<file path="src/rtl/subtractor_serial_reg.sv">
// Digit-serial two's-complement subtractor: d = a - b - bi, digit bits per clock, LSB first.
// Define SUB_OVERFLOW_EN to add the registered signed-overflow output ov.
module subtractor_serial_reg #(
  parameter int width = 32,
  parameter int digit = 8
) (
  input  logic             clk,
  input  logic             rst,
  input  logic             start,
  input  logic [width-1:0] a,
  input  logic [width-1:0] b,
  input  logic             bi,
  output logic             busy,
  output logic             done,
  output logic [width-1:0] d,
  output logic             bo
`ifdef SUB_OVERFLOW_EN
  ,
  output logic             ov
`endif
);

  localparam int N     = width / digit;
  localparam int CNT_W = (N > 1) ? $clog2(N) : 1;
  localparam logic [CNT_W-1:0] LAST = CNT_W'(N - 1);

  typedef enum logic [1:0] {
    S_IDLE = 2'd0,
    S_RUN  = 2'd1
  } state_t;

  state_t           r_state;
  logic [width-1:0] r_a;
  logic [width-1:0] r_b;
  logic [width-1:0] r_shadow;
  logic             r_borrow;
  logic [CNT_W-1:0] r_step;

  logic [digit-1:0] w_a_k;
  logic [digit-1:0] w_b_k;
  logic [digit:0]   w_sub;
  logic [width-1:0] w_shadow_next;

  // One digit slice per cycle; the extra top bit of w_sub is the slice borrow-out.
  assign w_a_k = r_a[r_step*digit +: digit];
  assign w_b_k = r_b[r_step*digit +: digit];
  assign w_sub = {1'b0, w_a_k} - {1'b0, w_b_k} - (digit+1)'(r_borrow);

  always_comb begin
    w_shadow_next = r_shadow;
    w_shadow_next[r_step*digit +: digit] = w_sub[digit-1:0];
  end

  always_ff @(posedge clk) begin
    if (rst) begin
      r_state  <= S_IDLE;
      r_a      <= '0;
      r_b      <= '0;
      r_shadow <= '0;
      r_borrow <= 1'b0;
      r_step   <= '0;
      busy     <= 1'b0;
      done     <= 1'b0;
      d        <= '0;
      bo       <= 1'b0;
`ifdef SUB_OVERFLOW_EN
      ov       <= 1'b0;
`endif
    end else begin
      done <= 1'b0;
      case (r_state)
        S_IDLE: begin
          if (start) begin
            r_a      <= a;
            r_b      <= b;
            r_borrow <= bi;
            r_step   <= '0;
            busy     <= 1'b1;
            r_state  <= S_RUN;
          end
        end
        S_RUN: begin
          r_shadow <= w_shadow_next;
          r_borrow <= w_sub[digit];
          r_step   <= r_step + CNT_W'(1);
          // Final slice: publish the assembled result, never the partial shadow.
          if (r_step == LAST) begin
            d       <= w_shadow_next;
            bo      <= w_sub[digit];
            done    <= 1'b1;
            busy    <= 1'b0;
            r_state <= S_IDLE;
`ifdef SUB_OVERFLOW_EN
            ov      <= (r_a[width-1] != r_b[width-1]) &&
                       (w_shadow_next[width-1] != r_a[width-1]);
`endif
          end
        end
        default: begin
          busy    <= 1'b0;
          r_state <= S_IDLE;
        end
      endcase
    end
  end

endmodule

</file>
<file path="config.mk">
export PLATFORM = sky130hd
export DESIGN_NAME = subtractor_serial_reg
export DESIGN_NICKNAME = d
export VERILOG_FILES = /design/src/rtl/subtractor_serial_reg.sv
export SDC_FILE = /design/constraint.sdc
export NUM_CORES = 1
export LEC_CHECK = 0
export ABC_AREA = 1
export CORE_MARGIN = 1.5
export CORE_UTILIZATION = 57
export CTS_CLUSTER_DIAMETER = 100
export DETAILED_ROUTE_END_ITERATION = 8
export GPL_TIMING_DRIVEN = 0
export MAX_ROUTING_LAYER = met4
export PLACE_DENSITY_LB_ADDON = 0.15
export SYNTH_ARGS = -nofsm -noshare
export SYNTH_HDL_FRONTEND = slang
export SYNTH_SLANG_ARGS = --single-unit
export TNS_END_PERCENT = 50
</file>
<file path="constraint.sdc">
create_clock -name clk -period 6.3 [get_ports clk]
set_clock_uncertainty 0.15 [all_clocks]
set_input_delay 1.26 -clock clk [delete_from_list [all_inputs] [get_ports clk]]
set_output_delay 1.26 -clock clk [all_outputs]
set_load 0.01 [all_outputs]
</file>
After elaboration in Yosys (flattened, before gate mapping)
Cells that the tools add are included.

storage, ports and cells
  register bits after elaboration = 136
  input bits = 68
  output and inout port bits = 35
  logic and storage cells = 42

cells by class
  add/sub/neg operators = 4
  eq/ne operators = 4
  shifts and indexed selects = 4
  mux-type cells = 12
  bitwise gates (word level) = 1
  reductions and logical operators = 7

operators with widths
  cell                                                   count
  indexed part select 32 x 6 -> 8 bit                    2
  negation 5 -> 34 bit                                   1
  variable shift 8 x 34 -> 32 bit, first input constant  1
  indexed part select 8 x 34 -> 32 bit                   1
  bitwise mux 32 bit                                     1
  subtractor 8 x 8 -> 9 bit                              1
  subtractor 9 x 1 -> 9 bit                              1
  one-hot mux 2 bit (2 select lines)                     2
  AND reduction 2 bit                                    4
  2-to-1 mux 2 bit                                       3
  2-to-1 mux 1 bit                                       4
  inequality test 2 bit, second input constant           2
  one-hot mux 1 bit (2 select lines)                     2
  adder 2 x 1 -> 2 bit, second input constant            1
  == test 2 x 1 -> 1 bit, second input constant          1
  == test 2 bit, second input constant                   1
  zero test 2 bit                                        1
  nonzero test 2 bit                                     1
  OR reduction 2 bit                                     1
  inverter 1 bit                                         1

Logic depth before layout (Yosys ltp)
Gate-level depths: netlist of run 1.

  depth after elaboration = 5
  mapped depth = 22
  mapped depth without buffers = 19

Worst setup path after synthesis of run 1
Ideal clock, no wire load.

  path type = reg-to-reg
  start = register r_step[0]
  end = register r_shadow[12]
  setup time = 0.109 ns
  arrival = 3.101 ns
  required time = 6.041 ns
  path slack = 2.940 ns
  cell stages (with the launch flop) = 16
  path buffers = 3
  period minus slack after synthesis = 3.360 ns
  cells stage by stage = dfxtp_1 -> buf_6 -> clkbuf_1 -> clkbuf_1 -> a21oi_1 -> a32o_1 -> fa_1 -> fa_1 -> o21ai_1 -> nand2_1 -> or2_1 -> nand3_1 -> nor2_1 -> a22oi_1 -> a21o_1 -> inv_1

between the ends
  longest elaborated chain between the ends = 5
  elaborated cells on any way between the ends = 8
  classes of those cells = 3 x add/sub; 4 x shift; 1 x mux

RTL lines
  element                                                 line    RTL
  from (decl)                                             37      logic [CNT_W-1:0] r_step;
  from (signal assigned)                                  85      r_step <= r_step + CNT_W'(1);
  indexed part select 32 x 6 -> 8 bit (on tied branches)  45, 46
  subtractor 8 x 8 -> 9 bit                               47      assign w_sub = {1'b0, w_a_k} - {1'b0, w_b_k} - (digit+1)'(r_borrow);
  subtractor 9 x 1 -> 9 bit                               47
  indexed part select 8 x 34 -> 32 bit                    51      w_shadow_next[r_step*digit +: digit] = w_sub[digit-1:0];
  bitwise mux 32 bit *                                    51
  to (signal assigned)                                    83      r_shadow <= w_shadow_next;
  to (decl)                                               35      logic [width-1:0] r_shadow;

Mark *: on every way between the ends. The rest lies on a longest branch, timed or not.
A chain may end at the register's enable or synchronous reset.

Worst setup path after layout of run 1
Ends and elaborated chain as after synthesis.

==> out/qor.csv, run 1 <==
stage;metric;value;unit
run_status;status;finished clean;
clock_network;clk slew on worst S/H paths;0.06;ns
floorplanning;num rows;37;
placement;placement-stage cell area;0.007301;mm2
clock_network;CTS max path bufs;2;
detailed_routing;vias;5946;
critical_path;Critical Path AT;4.43;ns
placement;HPWL Detailed;11.41;mm
sta;worst slew pin tran;0.6154;ns
critical_path;Critical Path End Type;flip-flop;
critical_path;reg2reg setup slack;2.15;ns
clock_network;clk_lat worst skew;0.53;ns
logic_synthesis;EDFF count, synth;0;
critical_path;worst r2r path cells;15;
logic_synthesis;Synth Area per Inst;7.141;um2
detailed_routing;drt total wl;16.04;mm
final_layout;storage element area;0.002683;mm2
final_layout;share of cells above drive strength 1;6.162;%
final_layout;antenna fix cells;0;
power_and_ir_drop;power per cell area;295.8;mW/mm2
sta;relative slew slack;58.98;%
worst_hold_path;Worst Hold Launch;d[21]$_SDFFE_PP0P_;
final_layout;area of the multi-input gates;0.002826;mm2
final_layout;Filler cells;791;
detailed_routing;DRC Markers;0;
sta;Tcrit/Tclk final;65.88;%
detailed_routing;DRT iter0 DRCs;350;
detailed_routing;via/cell ratio;5.281;
logic_synthesis;Post-synth ARST share;0;%
floorplanning;IO Count;103;
placement;Placed Cells;1094;
sta;RSZ-0062 raised after global routing;no;
final_layout;fin nets;1065;
grt;initial antenna violation count;0;
floorplanning;die area;0.01137;mm2
power_and_ir_drop;total power;2.316;mW
power_and_ir_drop;Leak;3.557;nW
placement;DP Worst Slack;2.312;ns
detailed_routing;antenna violation net count after detailed routing;0;
final_layout;Post-Layout Cell Count;1126;
clock_network;Clock Tree Root;clkbuf_8;
worst_hold_path;hold endpoint;d[21]$_SDFFE_PP0P_;
critical_path;Worst R2R Start;r_step[0]$_SDFFE_PP0P_;
grt;first-pass GRT wire length;26.16;mm
worst_hold_path;min-delay worst type;reg2reg;
clock_network;CTS Sinks;134;
final_layout;Finished Cell Area;0.007831;mm2
placement;gpl congestion;0.9338;
final_layout;synth-to-layout area growth;27.97;%
critical_path;startpoint class of the critical path;flip-flop;
detailed_routing;wire per inst;14.24;um
clock_network;Post-CTS Setup Inserts;0;
logic_synthesis;Syn Nets;945;
clock_network;htree depth;4;
logic_synthesis;Synth area leaders;dfxtp_1 44%, nor2_1 10%, nand2_1 8.3%;
placement;port buffer count;101;
critical_path;Max FO, Critical Path;10;
grt;all-layer global routing usage;29.94;%
worst_hold_path;Worst Hold Depth;2;
critical_path;critical path type;reg2reg;
sta;Peak Freq;0.2410;GHz
logic_synthesis;share of the synthesized area in the top cell type;43.84;%
job;Max Cap Violations;0;
power_and_ir_drop;peak supply drop;157.6;uV
grt;grt total ovfl;0;
logic_synthesis;synth warn;0;
logic_synthesis;Commonest cells post-synth;167 x nor2_1, 136 x nand2_1, 134 x dfxtp_1;
clock_network;TritonCTS clock tree;yes;
logic_synthesis;Yosys cell types;34;
clock_network;CTS Hold Buffers Added;0;
logic_synthesis;#FFs+latches synth;134;
logic_synthesis;Mapped Cells;857;
sta;setup ws final;2.150;ns
floorplanning;Core Region;0.01037;mm2
logic_synthesis;cell taking the most area after synthesis;dfxtp_1;
logic_synthesis;most numerous cell in the Yosys netlist;nor2_1;
sta;Final setup viols;0;
sta;fin. max-slew vios;0;
clock_network;CTS buffer count;17;
logic_synthesis;dominant synthesized flop cell;dfxtp_1;
logic_synthesis;mapped cell area;0.006120;mm2
detailed_routing;DR pass1 iterations;5;
sta;min cycle time layout;4.150;ns
grt;vias in the first global route;5564;
clock_network;post_cts resized;0;
grt;pin count of the biggest net entering global routing;17;
sta;Final Hold Viols;0;
critical_path;r2r endpoint;r_shadow[12]$_SDFFE_PP0P_;
floorplanning;Initial Util;59.01;%
floorplanning;DIE HEIGHT;106.6;um
floorplanning;chip width;106.6;um
critical_path;CP required;6.58;ns
sta;Setup TNS;0;ns
logic_synthesis;Seq/Total Area, Yosys;43.84;%
-- cells in the final DEF, fill, tap and decap left out, drive strengths merged, types with 2 or more instances in the layout --
cell,instances
a32o,8
a21o,3
buf,13
a22oi,2
o22ai,22
fa,2
nand2,138
a22o,15
a21oi,39
xor2,3
inv,107
o21bai,2
ha,18
o21ai,115
dfxtp,134
clkinv,8
clkinvlp,3
nor2,170
nand3,23
nor3,2
clkdlybuf4s50,101
nand4,3
clkbuf,56
-- flip-flops by register name (all words and copies together) (netlist names), 2 cells and up --
register	flops
r_shadow	32
r_step	2
r_a	32
r_b	32
d	32
-- how the worst max path moves through the flow --
stage	slack [ns]	endpoint	depth (start not counted)	from
2_1_floorplan	2.94	r_shadow[12]$_SDFFE_PP0P_	15	r_step[0]$_SDFFE_PP0P_
3_3_place_gp	2.37	r_shadow[28]$_SDFFE_PP0P_	15	r_step[0]$_SDFFE_PP0P_
3_5_place_dp	2.31	r_shadow[28]$_SDFFE_PP0P_	15	r_step[0]$_SDFFE_PP0P_
4_1_cts	2.26	r_shadow[12]$_SDFFE_PP0P_	15	r_step[0]$_SDFFE_PP0P_
5_1_grt	1.95	r_shadow[12]$_SDFFE_PP0P_	15	r_step[0]$_SDFFE_PP0P_
6_report	2.15	r_shadow[12]$_SDFFE_PP0P_	15	r_step[0]$_SDFFE_PP0P_
-- worst max-delay path: stages, from the launching register on --
cell and delay [ns]:
dfxtp_1 0.41, buf_6 0.19, clkbuf_1 0.42, clkbuf_1 0.49, a21oi_1 0.14, a32o_1 0.26, fa_1 0.44, fa_1 0.47
o21ai_1 0.15, nand2_1 0.08, or2_1 0.24, nand3_1 0.15, nor2_1 0.08, a22oi_1 0.18, a21o_1 0.16, inv_1 0.04
-- logic make-up after synthesis --
kind of cell,count (synthesis),share of synthesized area (%)
buffers and inverters,155,9.977
adders and majority gates,20,4.335
xor gates and xnor gates,4,0.6953
and+or+nand+nor,338,22.00
DFF,134,43.84
AOI/OAI and AO/OA,206,19.16
-- per-layer routing --
metal  global-route usage [%]  wire [um]  vias up
met1                    36.80       6895     2686
met4                    10.57        384        0
met3                    5.714        900       34
met5                        -          0        -
met2                    49.36       7856      227
li1                         -          -     2999
-- power breakdown --
group	leakage, nW	total (mW)	internal, mW	switching, mW
combinational	2.20	0.502	0.189	0.312
clock	0.255	0.890	0.497	0.393
sequential	1.10	0.925	0.900	0.0250
-- stage by stage --
stage,hold slack [ns],utilization [%]
after global placement,0.2864,70.40
final,0.3011,75.52
after floorplan,0.2937,-
after detailed placement,0.2876,70.40
after global routing,0.3209,75.52
after CTS,0.3030,75.52
-- final cells by class --
class	instances	area share [%]
clock buffer	19	5.512
tap	136	2.173
inverter	105	5.097
clock inverter	13	1.262
multi-input combinational	568	36.09
buffer	50	2.700
timing repair buffer	101	12.91
sequential	134	34.25
No activity file was read; power rests on OpenSTA's default activity.
==> run 2: changes to the inputs <==
--- a/config.mk
+++ b/config.mk
@@ -7,7 +7,7 @@
 export LEC_CHECK = 0
 export ABC_AREA = 1
 export CORE_MARGIN = 1.5
-export CORE_UTILIZATION = 57
+export CORE_UTILIZATION = 48
 export CTS_CLUSTER_DIAMETER = 100
 export DETAILED_ROUTE_END_ITERATION = 8
 export GPL_TIMING_DRIVEN = 0
==> constraint.sdc (replaced) <==
create_clock -name clk -period 3.66 [get_ports clk]
set_clock_uncertainty 0.15 [all_clocks]
set_input_delay 0.732 -clock clk [delete_from_list [all_inputs] [get_ports clk]]
set_output_delay 0.732 -clock clk [all_outputs]
set_load 0.01 [all_outputs]
==> out/qor.csv, run 2 (same netlist as run 1, synthesis figures left out) <==
stage;metric;value;unit;change
power_and_ir_drop;total power;4.132;mW;+78%
detailed_routing;antenna violation net count after detailed routing;0;;unchanged
sta;relative slew slack;63.10;%;+4.1 points
clock_network;CTS buffer count;17;;unchanged
sta;RSZ-0062 raised after global routing;no;;
final_layout;Finished Cell Area;0.007958;mm2;+1.6%
placement;gpl congestion;0.9018;;-3.4%
critical_path;Critical Path End Type;flip-flop;;
critical_path;CP required;3.84;ns;-2.74 ns
detailed_routing;via/cell ratio;5.014;;-5.1%
critical_path;Critical Path AT;3.63;ns;-0.80 ns
sta;Hold Worst Slack;0.2966;ns;-0.004518 ns
floorplanning;chip width;115.9;um;+8.7%
grt;first-pass GRT wire length;26.03;mm;-0.47%
critical_path;Max FO, Critical Path;10;;unchanged
floorplanning;DIE HEIGHT;115.9;um;+8.7%
clock_network;htree depth;4;;unchanged
final_layout;synth-to-layout area growth;30.03;%;
clock_network;clk_lat worst skew;0.43;ns;-0.10 ns
detailed_routing;drt total wl;16.13;mm;+0.55%
clock_network;Clock Tree Root;clkbuf_16;;
clock_network;TritonCTS clock tree;yes;;
detailed_routing;DRC Markers;0;;unchanged
final_layout;most frequent cells in the layout;167 x nor2_1, 136 x nand2_1, 133 x dfxtp_1;;
clock_network;clk slew on worst S/H paths;0.06;ns;about the same
clock_network;CTS Sinks;134;;unchanged
worst_hold_path;min-delay worst type;reg2reg;;
detailed_routing;DRT iter0 DRCs;387;;+11%
final_layout;fin nets;1065;;unchanged
power_and_ir_drop;Reg power frac;38.6;%;-1.3 points
grt;vias in the first global route;5344;;-4.0%
grt;grt total ovfl;0;;unchanged
sta;Peak Freq;0.2894;GHz;+20%
power_and_ir_drop;power per cell area;519.3;mW/mm2;+76%
run_status;status;finished clean;;
critical_path;startpoint class of the critical path;flip-flop;;
placement;port buffer count;101;;unchanged
detailed_routing;vias;5826;;-2.0%
grt;all-layer global routing usage;26.13;%;-3.8 points
floorplanning;die area;0.01344;mm2;+18%
placement;placement-stage cell area;0.007346;mm2;+0.62%
sta;Final Hold Viols;0;;unchanged
detailed_routing;wire per inst;13.88;um;-2.6%
power_and_ir_drop;Leak;3.605;nW;+1.4%
power_and_ir_drop;Psw;1.218;mW;+67%
final_layout;Post-Layout Cell Count;1162;;+3.2%
power_and_ir_drop;peak supply drop;350.2;uV;+120%
sta;fin. max-slew vios;0;;unchanged
critical_path;Worst path top cell family by delay;adder cells;;
critical_path;Crit path largest cell delay;0.46;ns;-0.03 ns
power_and_ir_drop;Internal;2.914;mW;+84%
sta;Final setup viols;0;;unchanged
grt;pin count of the biggest net entering global routing;17;;unchanged
floorplanning;num rows;41;;+11%
placement;Placed Cells;1130;;+3.3%
floorplanning;Initial Util;48.89;%;-10 points
critical_path;worst-path cell chain;buf_6 > inv_6 > buf_6 > clkbuf_4 > nand2_1 > a32o_1 > fa_1 > fa_2 > o21ai_1 > nand2_1 > or2_1 > nand3_1 > nor2_1 > a22oi_1 > a21o_1 > inv_1;;
critical_path;Buf/Inv on CP;5;;+1
clock_network;CTS max path bufs;2;;unchanged
grt;initial antenna violation count;0;;unchanged
power_and_ir_drop;Clock power frac;40.7;%;+2.3 points
job;Max Cap Violations;0;;unchanged
sta;Tcrit/Tclk final;94.40;%;+29 points
power_and_ir_drop;Sw Ratio;29.48;%;-2.0 points
final_layout;antenna fix cells;0;;unchanged
final_layout;share of cells above drive strength 1;7.172;%;+1.0 points
detailed_routing;DR pass1 iterations;5;;unchanged
sta;min cycle time layout;3.455;ns;-0.6953 ns
clock_network;CTS Hold Buffers Added;0;;unchanged
critical_path;critical path type;reg2reg;;
sta;worst slew pin tran;0.5535;ns;-0.06189 ns
power_and_ir_drop;Comb pwr share;20.7;%;-1.0 points
placement;HPWL Detailed;11.82;mm;+3.6%
final_layout;Core Util, Final;63.57;%;-12 points
floorplanning;Core Region;0.01252;mm2;+21%
final_layout;most common library cell in the layout ignoring fill and taps;nor2_1;;
critical_path;Crit-path slowest cell;fa_1;;
floorplanning;IO Count;103;;unchanged
## run 2: changes by cell type in the layout (fill, tap and decap cells not counted), sizes merged
cell and delta:
buf +3, bufinv +2, clkinvlp +1, inv -2
clkbuf -2, clkinv -2
## run 2: per-layer routing
layer / vias up / track usage [%] / part of all wire [%]
li1: 3006 / - / -
met1: 2610 / 31.51 / 45
met2: 178 / 42.94 / 48
met3: 32 / 4.969 / 4.8
met4: 0 / 10.73 / 2.4
met5: - / - / 0
## run 2: power by group through the flow
stage	combinational (mW)	clock (mW)	sequential (mW)
3_3_place_gp	0.822	0	1.62
5_1_grt	0.964	1.77	1.60
3_5_place_dp	0.832	0	1.62
6_report	0.856	1.68	1.59
4_1_cts	0.842	1.70	1.59
2_1_floorplan	0.587	0	1.61
## run 2: layout make-up
type / instances / area [um2]
Buffer: 50 / 235.2
Clock buffer: 20 / 456.7
Clock inverter: 12 / 127.6
Fill cell: 1144 / 4559
Inverter: 105 / 399.1
Multi-Input combinational cell: 568 / 2829
Sequential cell: 134 / 2684
Tap cell: 172 / 215.2
Timing Repair Buffer: 101 / 1011
## run 2: final timing paths
check / end / startpoint / cells after the start / slack, ns
hold / removal: d[29]$_SDFFE_PP0P_ / d[29]$_SDFFE_PP0P_ / 2 / 0.30
setup reg to reg: r_shadow[12]$_SDFFE_PP0P_ / r_step[0]$_SDFFE_PP0P_ / 16 / 0.21
hold reg to reg: d[29]$_SDFFE_PP0P_ / d[29]$_SDFFE_PP0P_ / 2 / 0.30
setup / recovery: r_shadow[12]$_SDFFE_PP0P_ / r_step[0]$_SDFFE_PP0P_ / 16 / 0.21
## run 2: worst reg2reg max path, cell delays in order (launching register included)
cell	delay [ns]
dfxtp_2	0.34
buf_6	0.15
inv_6	0.06
buf_6	0.16
clkbuf_4	0.22
nand2_1	0.07
a32o_1	0.26
fa_1	0.47
fa_2	0.41
o21ai_1	0.15
nand2_1	0.07
or2_1	0.23
nand3_1	0.14
nor2_1	0.08
a22oi_1	0.20
a21o_1	0.15
inv_1	0.03
## run 2: metrics by stage
step / TNS, ns / setup WS (ns)
6_report: 0 / 0.2051
5_1_grt: 0 / 0.01714
4_1_cts: 0 / 0.02008
3_5_place_dp: -11.25 / -0.4346
3_3_place_gp: -6.512 / -0.3353
2_1_floorplan: 0 / 0.3002
## run 2: repair_timing
action / CTS / global route
pin swaps: 0 / 0
resized for setup: 6 / 19
buffers inserted: 0 / 0
setup endpoints to repair: 49 / 36
